`src/rtl/xbus_arb_pkg.sv`:
```
`default_nettype none
// ============================================================================
// Module  : xbus_arb_pkg
// Purpose : Shared widths and FSM state encodings for the xbus arbiter slice.
//           DATA_W / INT_ADDR_W size the rw bus; xarb_state_e holds the 2-bit
//           arbiter states (IDLE, grant to master 0, grant to master 1).
// Ports   : none (package)
// Rev     : 1.0  initial release
// ============================================================================
package xbus_arb_pkg;

  localparam int DATA_W     = 8;
  localparam int INT_ADDR_W = 8;

  typedef enum logic [1:0] {
    XARB_IDLE = 2'd0,
    XARB_GNT0 = 2'd1,
    XARB_GNT1 = 2'd2
  } xarb_state_e;

endpackage : xbus_arb_pkg
`default_nettype wire

```
`src/rtl/xbus_arb_if.sv`:
```
`default_nettype none
// ============================================================================
// Module  : xbus_arb_if
// Purpose : Bundles both master request channels and the slave channel of the
//           xbus arbiter.
//           modport master : requester/memory side (drives m*_req fields and
//                            s_rdata/s_ready, observes acks and s_* fields)
//           modport slave  : arbiter side (opposite directions)
// Ports   : m0_req/rnw/addr/wdata -> arb, m0_rdata/ack/err <- arb
//           m1_* identical, s_req/rnw/addr/wdata <- arb, s_rdata/ready -> arb
// Rev     : 1.0  initial release
// ============================================================================
interface xbus_arb_if;
  import xbus_arb_pkg::*;

  logic                  m0_req;
  logic                  m0_rnw;
  logic [INT_ADDR_W-1:0] m0_addr;
  logic [DATA_W-1:0]     m0_wdata;
  logic [DATA_W-1:0]     m0_rdata;
  logic                  m0_ack;
  logic                  m0_err;

  logic                  m1_req;
  logic                  m1_rnw;
  logic [INT_ADDR_W-1:0] m1_addr;
  logic [DATA_W-1:0]     m1_wdata;
  logic [DATA_W-1:0]     m1_rdata;
  logic                  m1_ack;
  logic                  m1_err;

  logic                  s_req;
  logic                  s_rnw;
  logic [INT_ADDR_W-1:0] s_addr;
  logic [DATA_W-1:0]     s_wdata;
  logic [DATA_W-1:0]     s_rdata;
  logic                  s_ready;

  modport master (
    output m0_req, m0_rnw, m0_addr, m0_wdata,
    input  m0_rdata, m0_ack, m0_err,
    output m1_req, m1_rnw, m1_addr, m1_wdata,
    input  m1_rdata, m1_ack, m1_err,
    input  s_req, s_rnw, s_addr, s_wdata,
    output s_rdata, s_ready
  );

  modport slave (
    input  m0_req, m0_rnw, m0_addr, m0_wdata,
    output m0_rdata, m0_ack, m0_err,
    input  m1_req, m1_rnw, m1_addr, m1_wdata,
    output m1_rdata, m1_ack, m1_err,
    output s_req, s_rnw, s_addr, s_wdata,
    input  s_rdata, s_ready
  );

endinterface : xbus_arb_if
`default_nettype wire

```
`src/rtl/xbus_arb_timer.sv`:
```
`default_nettype none
// ============================================================================
// Module  : xarb_timer
// Purpose : Timeout counter for the xbus arbiter. Counts up while i_cnt is
//           high, returns to zero on i_clr, and flags o_expire in the cycle
//           whose counting edge would make the count reach TIMEOUT.
// Ports   : clk, rst (async, active-high)
//           i_clr    clear the count (priority over i_cnt)
//           i_cnt    count this cycle
//           o_expire TIMEOUT-th counted cycle (combinational)
// Rev     : 1.0  initial release
// ============================================================================
module xarb_timer #(
  parameter int TIMEOUT = 15,
  parameter int TO_W    = 4
) (
  input  wire logic clk,
  input  wire logic rst,
  input  wire logic i_clr,
  input  wire logic i_cnt,
  output logic      o_expire
);

  localparam logic [TO_W-1:0] c_LAST = TO_W'(TIMEOUT - 1);

  logic [TO_W-1:0] r_cnt;

  always_ff @(posedge clk or posedge rst) begin
    if (rst) begin
      r_cnt <= '0;
    end else if (i_clr) begin
      r_cnt <= '0;
    end else if (i_cnt) begin
      r_cnt <= r_cnt + 1'b1;
    end
  end

  // Expire is flagged one edge early so the abort lands on the same edge
  // the count reaches TIMEOUT.
  assign o_expire = i_cnt && (r_cnt == c_LAST);

endmodule : xarb_timer
`default_nettype wire

```
`src/rtl/xbus_arb.sv`:
```
`default_nettype none
// ============================================================================
// Module  : xbus_arb
// Purpose : Two-master arbiter for the internal rw bus. Master 0 is xctrl,
//           master 1 is the PS2 scancode writer; a single registered slave
//           port feeds the memory/peripheral decoder. Ties are resolved
//           round-robin; a watchdog aborts a transfer whose slave keeps
//           s_ready low for TIMEOUT cycles (ack + err, rdata forced to 0).
// Config  : XBUS_ARB_FIXED_PRIO_EN defined -> master 0 always wins ties.
// Ports   : clk  system clock, rising edge
//           rst  asynchronous, active-high reset
//           bus  xbus_arb_if.slave (m0_*, m1_* request channels, s_* port)
// Params  : TIMEOUT  s_ready-low cycles allowed per transfer (>=1)
//           TO_W     timeout counter width (2**TO_W > TIMEOUT)
// Rev     : 1.0  initial release
// ============================================================================
module xbus_arb
  import xbus_arb_pkg::*;
#(
  parameter int TIMEOUT = 15,
  parameter int TO_W    = 4
) (
  input wire logic  clk,
  input wire logic  rst,
  xbus_arb_if.slave bus
);

  xarb_state_e           r_state;
  xarb_state_e           w_next_state;

  logic                  r_s_req;
  logic                  r_s_rnw;
  logic [INT_ADDR_W-1:0] r_s_addr;
  logic [DATA_W-1:0]     r_s_wdata;

  logic                  r_m0_ack;
  logic                  r_m0_err;
  logic [DATA_W-1:0]     r_m0_rdata;
  logic                  r_m1_ack;
  logic                  r_m1_err;
  logic [DATA_W-1:0]     r_m1_rdata;

  logic                  w_elig0;
  logic                  w_elig1;
  logic                  w_grant0;
  logic                  w_grant1;
  logic                  w_finish;
  logic                  w_abort;
  logic                  w_in_gnt;
  logic                  w_tcnt;
  logic                  w_tclr;
  logic                  w_expire;

`ifndef XBUS_ARB_FIXED_PRIO_EN
  // Index of the master served last; 1 after reset so master 0 wins the
  // first tie.
  logic                  r_last;
`endif

  // A master whose ack is showing this cycle still has its stale req up.
  assign w_elig0  = bus.m0_req && !r_m0_ack;
  assign w_elig1  = bus.m1_req && !r_m1_ack;
  assign w_in_gnt = (r_state == XARB_GNT0) || (r_state == XARB_GNT1);

  assign w_tcnt = w_in_gnt && !bus.s_ready;
  assign w_tclr = !w_in_gnt || bus.s_ready || w_expire;

  xarb_timer #(
    .TIMEOUT (TIMEOUT),
    .TO_W    (TO_W)
  ) u_timer (
    .clk      (clk),
    .rst      (rst),
    .i_clr    (w_tclr),
    .i_cnt    (w_tcnt),
    .o_expire (w_expire)
  );

  // --------------------------------------------------------------------------
  // FSM: state register
  // --------------------------------------------------------------------------
  always_ff @(posedge clk or posedge rst) begin
    if (rst) begin
      r_state <= XARB_IDLE;
    end else begin
      r_state <= w_next_state;
    end
  end

  // --------------------------------------------------------------------------
  // FSM: next state and grant/complete decisions
  // --------------------------------------------------------------------------
  always_comb begin
    w_next_state = r_state;
    w_grant0     = 1'b0;
    w_grant1     = 1'b0;
    w_finish     = 1'b0;
    w_abort      = 1'b0;
    case (r_state)
      XARB_IDLE: begin
        if (w_elig0 && w_elig1) begin
`ifdef XBUS_ARB_FIXED_PRIO_EN
          w_grant0 = 1'b1;
`else
          w_grant0 = r_last;
          w_grant1 = !r_last;
`endif
        end else begin
          w_grant0 = w_elig0;
          w_grant1 = w_elig1;
        end
        if (w_grant0) begin
          w_next_state = XARB_GNT0;
        end else if (w_grant1) begin
          w_next_state = XARB_GNT1;
        end
      end
      XARB_GNT0, XARB_GNT1: begin
        if (bus.s_ready) begin
          w_finish     = 1'b1;
          w_next_state = XARB_IDLE;
        end else if (w_expire) begin
          w_abort      = 1'b1;
          w_next_state = XARB_IDLE;
        end
      end
      default: begin
        w_next_state = XARB_IDLE;
      end
    endcase
  end

  // --------------------------------------------------------------------------
  // Slave port and master response registers
  // --------------------------------------------------------------------------
  always_ff @(posedge clk or posedge rst) begin
    if (rst) begin
      r_s_req    <= 1'b0;
      r_s_rnw    <= 1'b0;
      r_s_addr   <= '0;
      r_s_wdata  <= '0;
      r_m0_ack   <= 1'b0;
      r_m0_err   <= 1'b0;
      r_m0_rdata <= '0;
      r_m1_ack   <= 1'b0;
      r_m1_err   <= 1'b0;
      r_m1_rdata <= '0;
    end else begin
      r_m0_ack <= 1'b0;
      r_m0_err <= 1'b0;
      r_m1_ack <= 1'b0;
      r_m1_err <= 1'b0;

      if (w_grant0) begin
        r_s_req   <= 1'b1;
        r_s_rnw   <= bus.m0_rnw;
        r_s_addr  <= bus.m0_addr;
        r_s_wdata <= bus.m0_wdata;
      end else if (w_grant1) begin
        r_s_req   <= 1'b1;
        r_s_rnw   <= bus.m1_rnw;
        r_s_addr  <= bus.m1_addr;
        r_s_wdata <= bus.m1_wdata;
      end

      // s_* fields are left holding the last transfer after s_req drops.
      if (w_finish || w_abort) begin
        r_s_req <= 1'b0;
      end

      if (w_finish) begin
        if (r_state == XARB_GNT0) begin
          r_m0_ack <= 1'b1;
          if (r_s_rnw) begin
            r_m0_rdata <= bus.s_rdata;
          end
        end else begin
          r_m1_ack <= 1'b1;
          if (r_s_rnw) begin
            r_m1_rdata <= bus.s_rdata;
          end
        end
      end

      if (w_abort) begin
        if (r_state == XARB_GNT0) begin
          r_m0_ack   <= 1'b1;
          r_m0_err   <= 1'b1;
          r_m0_rdata <= '0;
        end else begin
          r_m1_ack   <= 1'b1;
          r_m1_err   <= 1'b1;
          r_m1_rdata <= '0;
        end
      end
    end
  end

`ifndef XBUS_ARB_FIXED_PRIO_EN
  always_ff @(posedge clk or posedge rst) begin
    if (rst) begin
      r_last <= 1'b1;
    end else if (w_grant0) begin
      r_last <= 1'b0;
    end else if (w_grant1) begin
      r_last <= 1'b1;
    end
  end
`endif

  assign bus.s_req    = r_s_req;
  assign bus.s_rnw    = r_s_rnw;
  assign bus.s_addr   = r_s_addr;
  assign bus.s_wdata  = r_s_wdata;
  assign bus.m0_ack   = r_m0_ack;
  assign bus.m0_err   = r_m0_err;
  assign bus.m0_rdata = r_m0_rdata;
  assign bus.m1_ack   = r_m1_ack;
  assign bus.m1_err   = r_m1_err;
  assign bus.m1_rdata = r_m1_rdata;

endmodule : xbus_arb
`default_nettype wire
```
`src/flat_wrapper.sv`:
```
// flat-port wrapper written by rule: the top's interface ports become plain ports
module xbus_arb_flat import xbus_arb_pkg::*;
#(
  parameter int TIMEOUT = 15,
  parameter int TO_W    = 4
)
  (clk, rst, bus_m0_req, bus_m0_rnw, bus_m0_addr, bus_m0_wdata, bus_m0_rdata, bus_m0_ack, bus_m0_err, bus_m1_req, bus_m1_rnw, bus_m1_addr, bus_m1_wdata, bus_m1_rdata, bus_m1_ack, bus_m1_err, bus_s_req, bus_s_rnw, bus_s_addr, bus_s_wdata, bus_s_rdata, bus_s_ready);
  xbus_arb_if bus_i ();
  input wire logic clk;
  input wire logic rst;
  input wire logic [$bits(bus_i.m0_req)-1:0] bus_m0_req;
  input wire logic [$bits(bus_i.m0_rnw)-1:0] bus_m0_rnw;
  input wire logic [$bits(bus_i.m0_addr)-1:0] bus_m0_addr;
  input wire logic [$bits(bus_i.m0_wdata)-1:0] bus_m0_wdata;
  output wire logic [$bits(bus_i.m0_rdata)-1:0] bus_m0_rdata;
  output wire logic [$bits(bus_i.m0_ack)-1:0] bus_m0_ack;
  output wire logic [$bits(bus_i.m0_err)-1:0] bus_m0_err;
  input wire logic [$bits(bus_i.m1_req)-1:0] bus_m1_req;
  input wire logic [$bits(bus_i.m1_rnw)-1:0] bus_m1_rnw;
  input wire logic [$bits(bus_i.m1_addr)-1:0] bus_m1_addr;
  input wire logic [$bits(bus_i.m1_wdata)-1:0] bus_m1_wdata;
  output wire logic [$bits(bus_i.m1_rdata)-1:0] bus_m1_rdata;
  output wire logic [$bits(bus_i.m1_ack)-1:0] bus_m1_ack;
  output wire logic [$bits(bus_i.m1_err)-1:0] bus_m1_err;
  output wire logic [$bits(bus_i.s_req)-1:0] bus_s_req;
  output wire logic [$bits(bus_i.s_rnw)-1:0] bus_s_rnw;
  output wire logic [$bits(bus_i.s_addr)-1:0] bus_s_addr;
  output wire logic [$bits(bus_i.s_wdata)-1:0] bus_s_wdata;
  input wire logic [$bits(bus_i.s_rdata)-1:0] bus_s_rdata;
  input wire logic [$bits(bus_i.s_ready)-1:0] bus_s_ready;
  assign bus_i.m0_req = bus_m0_req;
  assign bus_i.m0_rnw = bus_m0_rnw;
  assign bus_i.m0_addr = bus_m0_addr;
  assign bus_i.m0_wdata = bus_m0_wdata;
  assign bus_m0_rdata = bus_i.m0_rdata;
  assign bus_m0_ack = bus_i.m0_ack;
  assign bus_m0_err = bus_i.m0_err;
  assign bus_i.m1_req = bus_m1_req;
  assign bus_i.m1_rnw = bus_m1_rnw;
  assign bus_i.m1_addr = bus_m1_addr;
  assign bus_i.m1_wdata = bus_m1_wdata;
  assign bus_m1_rdata = bus_i.m1_rdata;
  assign bus_m1_ack = bus_i.m1_ack;
  assign bus_m1_err = bus_i.m1_err;
  assign bus_s_req = bus_i.s_req;
  assign bus_s_rnw = bus_i.s_rnw;
  assign bus_s_addr = bus_i.s_addr;
  assign bus_s_wdata = bus_i.s_wdata;
  assign bus_i.s_rdata = bus_s_rdata;
  assign bus_i.s_ready = bus_s_ready;
  xbus_arb #(.TIMEOUT(TIMEOUT), .TO_W(TO_W)) u_core (.clk(clk), .rst(rst), .bus(bus_i));
endmodule
```
`config.mk`:
```
export PLATFORM = sky130hd
export DESIGN_NAME = xbus_arb_flat
export DESIGN_NICKNAME = d
export VERILOG_FILES = /design/src/rtl/xbus_arb_pkg.sv /design/src/rtl/xbus_arb_if.sv /design/src/rtl/xbus_arb_timer.sv /design/src/rtl/xbus_arb.sv /design/src/flat_wrapper.sv
export SDC_FILE = /design/constraint.sdc
export NUM_CORES = 1
export LEC_CHECK = 0
export BUFFER_PORTS_ARGS = -buffer_cell sky130_fd_sc_hd__buf_2
export CAP_MARGIN = 20
export CORE_MARGIN = 4
export CORE_UTILIZATION = 51
export DETAILED_ROUTE_END_ITERATION = 12
export GPL_TIMING_DRIVEN = 0
export MAX_ROUTING_LAYER = met4
export PLACE_DENSITY = 0.82
export SLEW_MARGIN = 40
export SYNTH_ARGS = -nofsm -noshare
export SYNTH_HDL_FRONTEND = slang
export SYNTH_SLANG_ARGS = --single-unit
```
`constraint.sdc`:
```
create_clock -name clk -period 5.4 [get_ports clk]
set_clock_uncertainty 0.2 [all_clocks]
set_input_delay 0 -clock clk [delete_from_list [all_inputs] [get_ports clk]]
set_output_delay 0 -clock clk [all_outputs]
set_load 0.01 [all_outputs]
```
==> summary.md <==
| Metric | Value |
|---|---|
| Vias | 1993 |
| Post-DP HPWL | 3540 um |
| Yosys warns | 0 |
| Vias per cell | 5.37 |
| IO buf count | 84 |
| Synth area leader | dfrtp_1 |
| Xor and xnor area share after synthesis | 0.864% |
| Antenna-violating nets left | 0 |
| Worst hold path endpoint | u_core.r_state[1] |
| Sequential Area | 1130 um^2 |
| TritonCTS clock tree | done |
| Root Driver | clkbuf_8 |
| Max Cap Violations | 0 |
| Commonest non-fill, non-tap cell in the layout | buf_2 |
| Setup slack, reg-to-reg | 2890 ps |
| Final setup fails | 0 |
| Num rows | 22 |
| Hold Crit Depth | 4 |
| Post-Route WL | 5690 um |
| CP delay by family, top | buffers and inverters |
| Finished Layout Cells | 371 |
| Critical R2R Launch | u_core.r_state[0] |
| Cells after DPL | 319 |
| Seq/Total Area, Yosys | 55.6% |
| Fin crit period | 2510 ps |
| First-pass GRT wire length | 9600 um |
| Area fraction in compound gates after synthesis | 16.4% |
| Maximum root-to-sink buffer count | 2 |
| Synth Cell Area | 2030 um^2 |
| Die Y | 71.0 um |
| Crit path launch type | flop |
| Crit Path Category | flop to flop |
| Core area | 3740 um^2 |
| Total power | 1.51 mW |
| Mux contribution to synthesized area | 0% |
| Required time worst endpoint | 5360 ps |
| Initial Utilization | 54.1% |
| Critical path, cell by cell | inv_1, ha_1, and3b_1, buf_6, buf_6, and3_1, a221o_1, dlygate4sd3_1 |
| Cell mode on critical path | buf_6 |
| Hold wc startpoint | bus_m0_req |
| Maximum VDD drop | 0.000524 V |
| Wire per inst | 15.3 um |
| Initial antenna violation count | 0 |
| Largest family of logic cells by synthesized area | simple AND/OR/NAND/NOR gates |
| Share of cells above drive strength 1 | 31.3% |
| Total grt overflow | 0 |
| Top-area cell type share of the netlist area | 54.3% |
| Crit-path max cell delay | 580 ps |
| Drt pass-1 iters | 4 |
| Worst Path Max Fanout | 10 |
| Global Route Usage Sum | 24.6% |
| Commonest cells after routing, fill and taps aside | buf_2 (87), dlygate4sd3_1 (44), dfrtp_1 (44) |
| Worst min path class | input pin to flop |
| CTS H-tree lvls | 2 |
| Area delta synth->final | 49.5% |
| Routability cong. | 0.778 |
| CTS resizes | 0 |
| Synth Area in Adders | 3.09% |
| Unique masters post-synth | 37 |
| CP Data Arrival Time | 2470 ps |
| Final Slew Violations | 0 |
| Area contributors post-synth | dfrtp_1 (54%), a221o_1 (7.9%), nand2_1 (6.1%), and3_1 (4.9%), a21oi_1 (4.2%) |
| # IOs | 85 |
| Synth Area in Simple Gates | 18.3% |
| Status | finished, final reports clean |
| Area of the multi-input gates | 783 um^2 |
| Critical R2R Capture | u_core.bus.s_addr[5] |
| Initial DRC count | 92 |
| Setup crit end kind | flop |
| WHS | 77.7 ps |
| Cts bufs inserted | 5 |
| Fin. Hold Viols | 0 |
| ANT cells | 0 |
| Leakage Power | 1.61 nW |
| Final Net Count | 374 |
| Worst slew pin tran | 547 ps |
| Final core utilization | 80.9% |
| DRC violations left | 0 |
| Syn Nets | 239 |
| Setup TNS | 0 ps |
| Vias in the first global route | 1970 |
| Cell count after synthesis | 187 |
| Fill count | 257 |
| Die area | 5050 um^2 |
| Crit share post-route | 46.5% |
| Slowest CP cell | dlygate4sd3_1 |
| Buffer and inverter count on the worst path | 4 |
| PwrDens | 500 nW/um^2 |
| Synth Register Bits | 45 |
| Chip width | 71.0 um |
| RSZ-0062 raised after global routing | no |
| FF-to-FF path depth | 8 |
| Clock latency on the worst-skew pair | 280 ps |
| F_max | 398 MHz |
| TritonCTS Sinks | 45 |
| Syn_area_per_cell | 10.8 um^2 |
| Largest net degree at the start of global routing | 46 |
| Slew headroom | 63.5% |
| Worst-path clk slew | 80 ps |
==> logic make-up (layout without fill, tap and decap cells) <==
| group | count (synthesis) | after routing |
|---|---|---|
| buffers and inverters | 21 | 157 |
| adder cells (fa/ha/maj) | 5 | 5 |
| AO/OA/AOI/OAI | 43 | 43 |
| AND/OR/NAND/NOR | 71 | 71 |
| flip-flops | 45 | 45 |
| XOR/XNOR | 2 | 2 |
==> synth_stat cells <==
cell / number
nor2b_1: 1
nand4b_1: 1
nor2_1: 5
o2bb2ai_1: 2
a221o_1: 16
ha_1: 5
o21a_1: 1
nand4_1: 1
and3b_1: 1
and2_1: 2
o22a_1: 1
and4b_1: 2
a2bb2oi_1: 1
a21boi_0: 1
xor2_1: 1
nor2b_2: 1
o21ai_2: 1
inv_1: 11
and3_1: 16
buf_6: 3
and2b_1: 1
nor3_1: 1
buf_8: 1
a21oi_1: 17
buf_2: 3
a22o_1: 1
o311a_1: 1
and2_4: 1
xnor2_1: 1
nand3_1: 2
clkbuf_1: 3
dfrtp_1: 44
nand2_1: 33
and4_1: 2
nand3b_1: 1
dfstp_2: 1
a222oi_1: 1
==> per-stage QoR <==
| step | area (um^2) | worst slack, ps |
|---|---|---|
| 6_report | 3030 | 2890 |
| 5_1_grt | 3030 | 2790 |
| 4_1_cts | 3030 | 2930 |
| 3_5_place_dp | 2510 | 3460 |
| 3_3_place_gp | 2510 | 3480 |
| 2_1_floorplan | 2030 | 3610 |
==> where the power goes <==
| group | switching, mW | internal, mW | total (mW) | leakage [nW] |
|---|---|---|---|---|
| Clock | 0.101 | 0.0920 | 0.193 | 0.0395 |
| Sequential | 0.0860 | 0.481 | 0.567 | 0.572 |
| Combinational | 0.351 | 0.403 | 0.754 | 0.996 |
| Total | 0.538 | 0.976 | 1.51 | 1.61 |
==> tightest hold or removal path, cell delays in order <==
cell	delay (ps)
buf_2	90
and2b_1	180
o2bb2ai_1	80
a22o_1	170
==> final cells by class <==
type                    count  area share (%)
inverters                  11            1.45
multi-input cells         121            25.8
well taps                  48            1.98
repair buffers            128            28.4
plain buffers              10            2.48
flip-flops and latches     45            37.2
clock buffers               8            2.64
==> what timing repair did <==
action,4_1_cts,5_1_grt
setup buffers,0,0
hold buffers,44,0
endpoints found under the hold margin,79,0
==> state kept, by name, indices dropped and copies added (netlist names) <==
register	cells
u_core.bus.m0_ack	1
u_core.bus.m0_err	1
u_core.bus.m0_rdata	8
u_core.bus.m1_ack	1
u_core.bus.m1_err	1
u_core.bus.m1_rdata	8
u_core.bus.s_addr	8
u_core.bus.s_req	1
u_core.bus.s_rnw	1
u_core.bus.s_wdata	8
u_core.r_last	1
u_core.r_state	2
u_core.u_timer.r_cnt	4
==> how the worst max path moves through the flow <==
stage,startpoint,endpoint,slack [ps],depth (start not counted)
5_1_grt,u_core.r_state[0],u_core.bus.s_addr[5],2790,8
4_1_cts,u_core.r_state[0],u_core.bus.s_wdata[2],2930,8
3_5_place_dp,u_core.r_state[0],u_core.bus.m1_rdata[7],3460,6
3_3_place_gp,u_core.r_state[0],u_core.bus.m1_rdata[2],3480,6
2_1_floorplan,u_core.r_state[0],u_core.bus.s_addr[4],3610,7
6_report,u_core.r_state[0],u_core.bus.s_addr[5],2890,8
==> routing by layer <==
layer  global-route usage (%)  vias up  routed length (um)  part of all wire (%)
li1                         -      935                   -                     -
met1                     31.4      966                2350                    41
met2                     40.8       88                2890                    51
met3                     6.82        4                 427                   7.5
met4                     2.30        0                  28                  0.49
met5                        -        -                   0                     0
(Power assumes the default switching activity.)
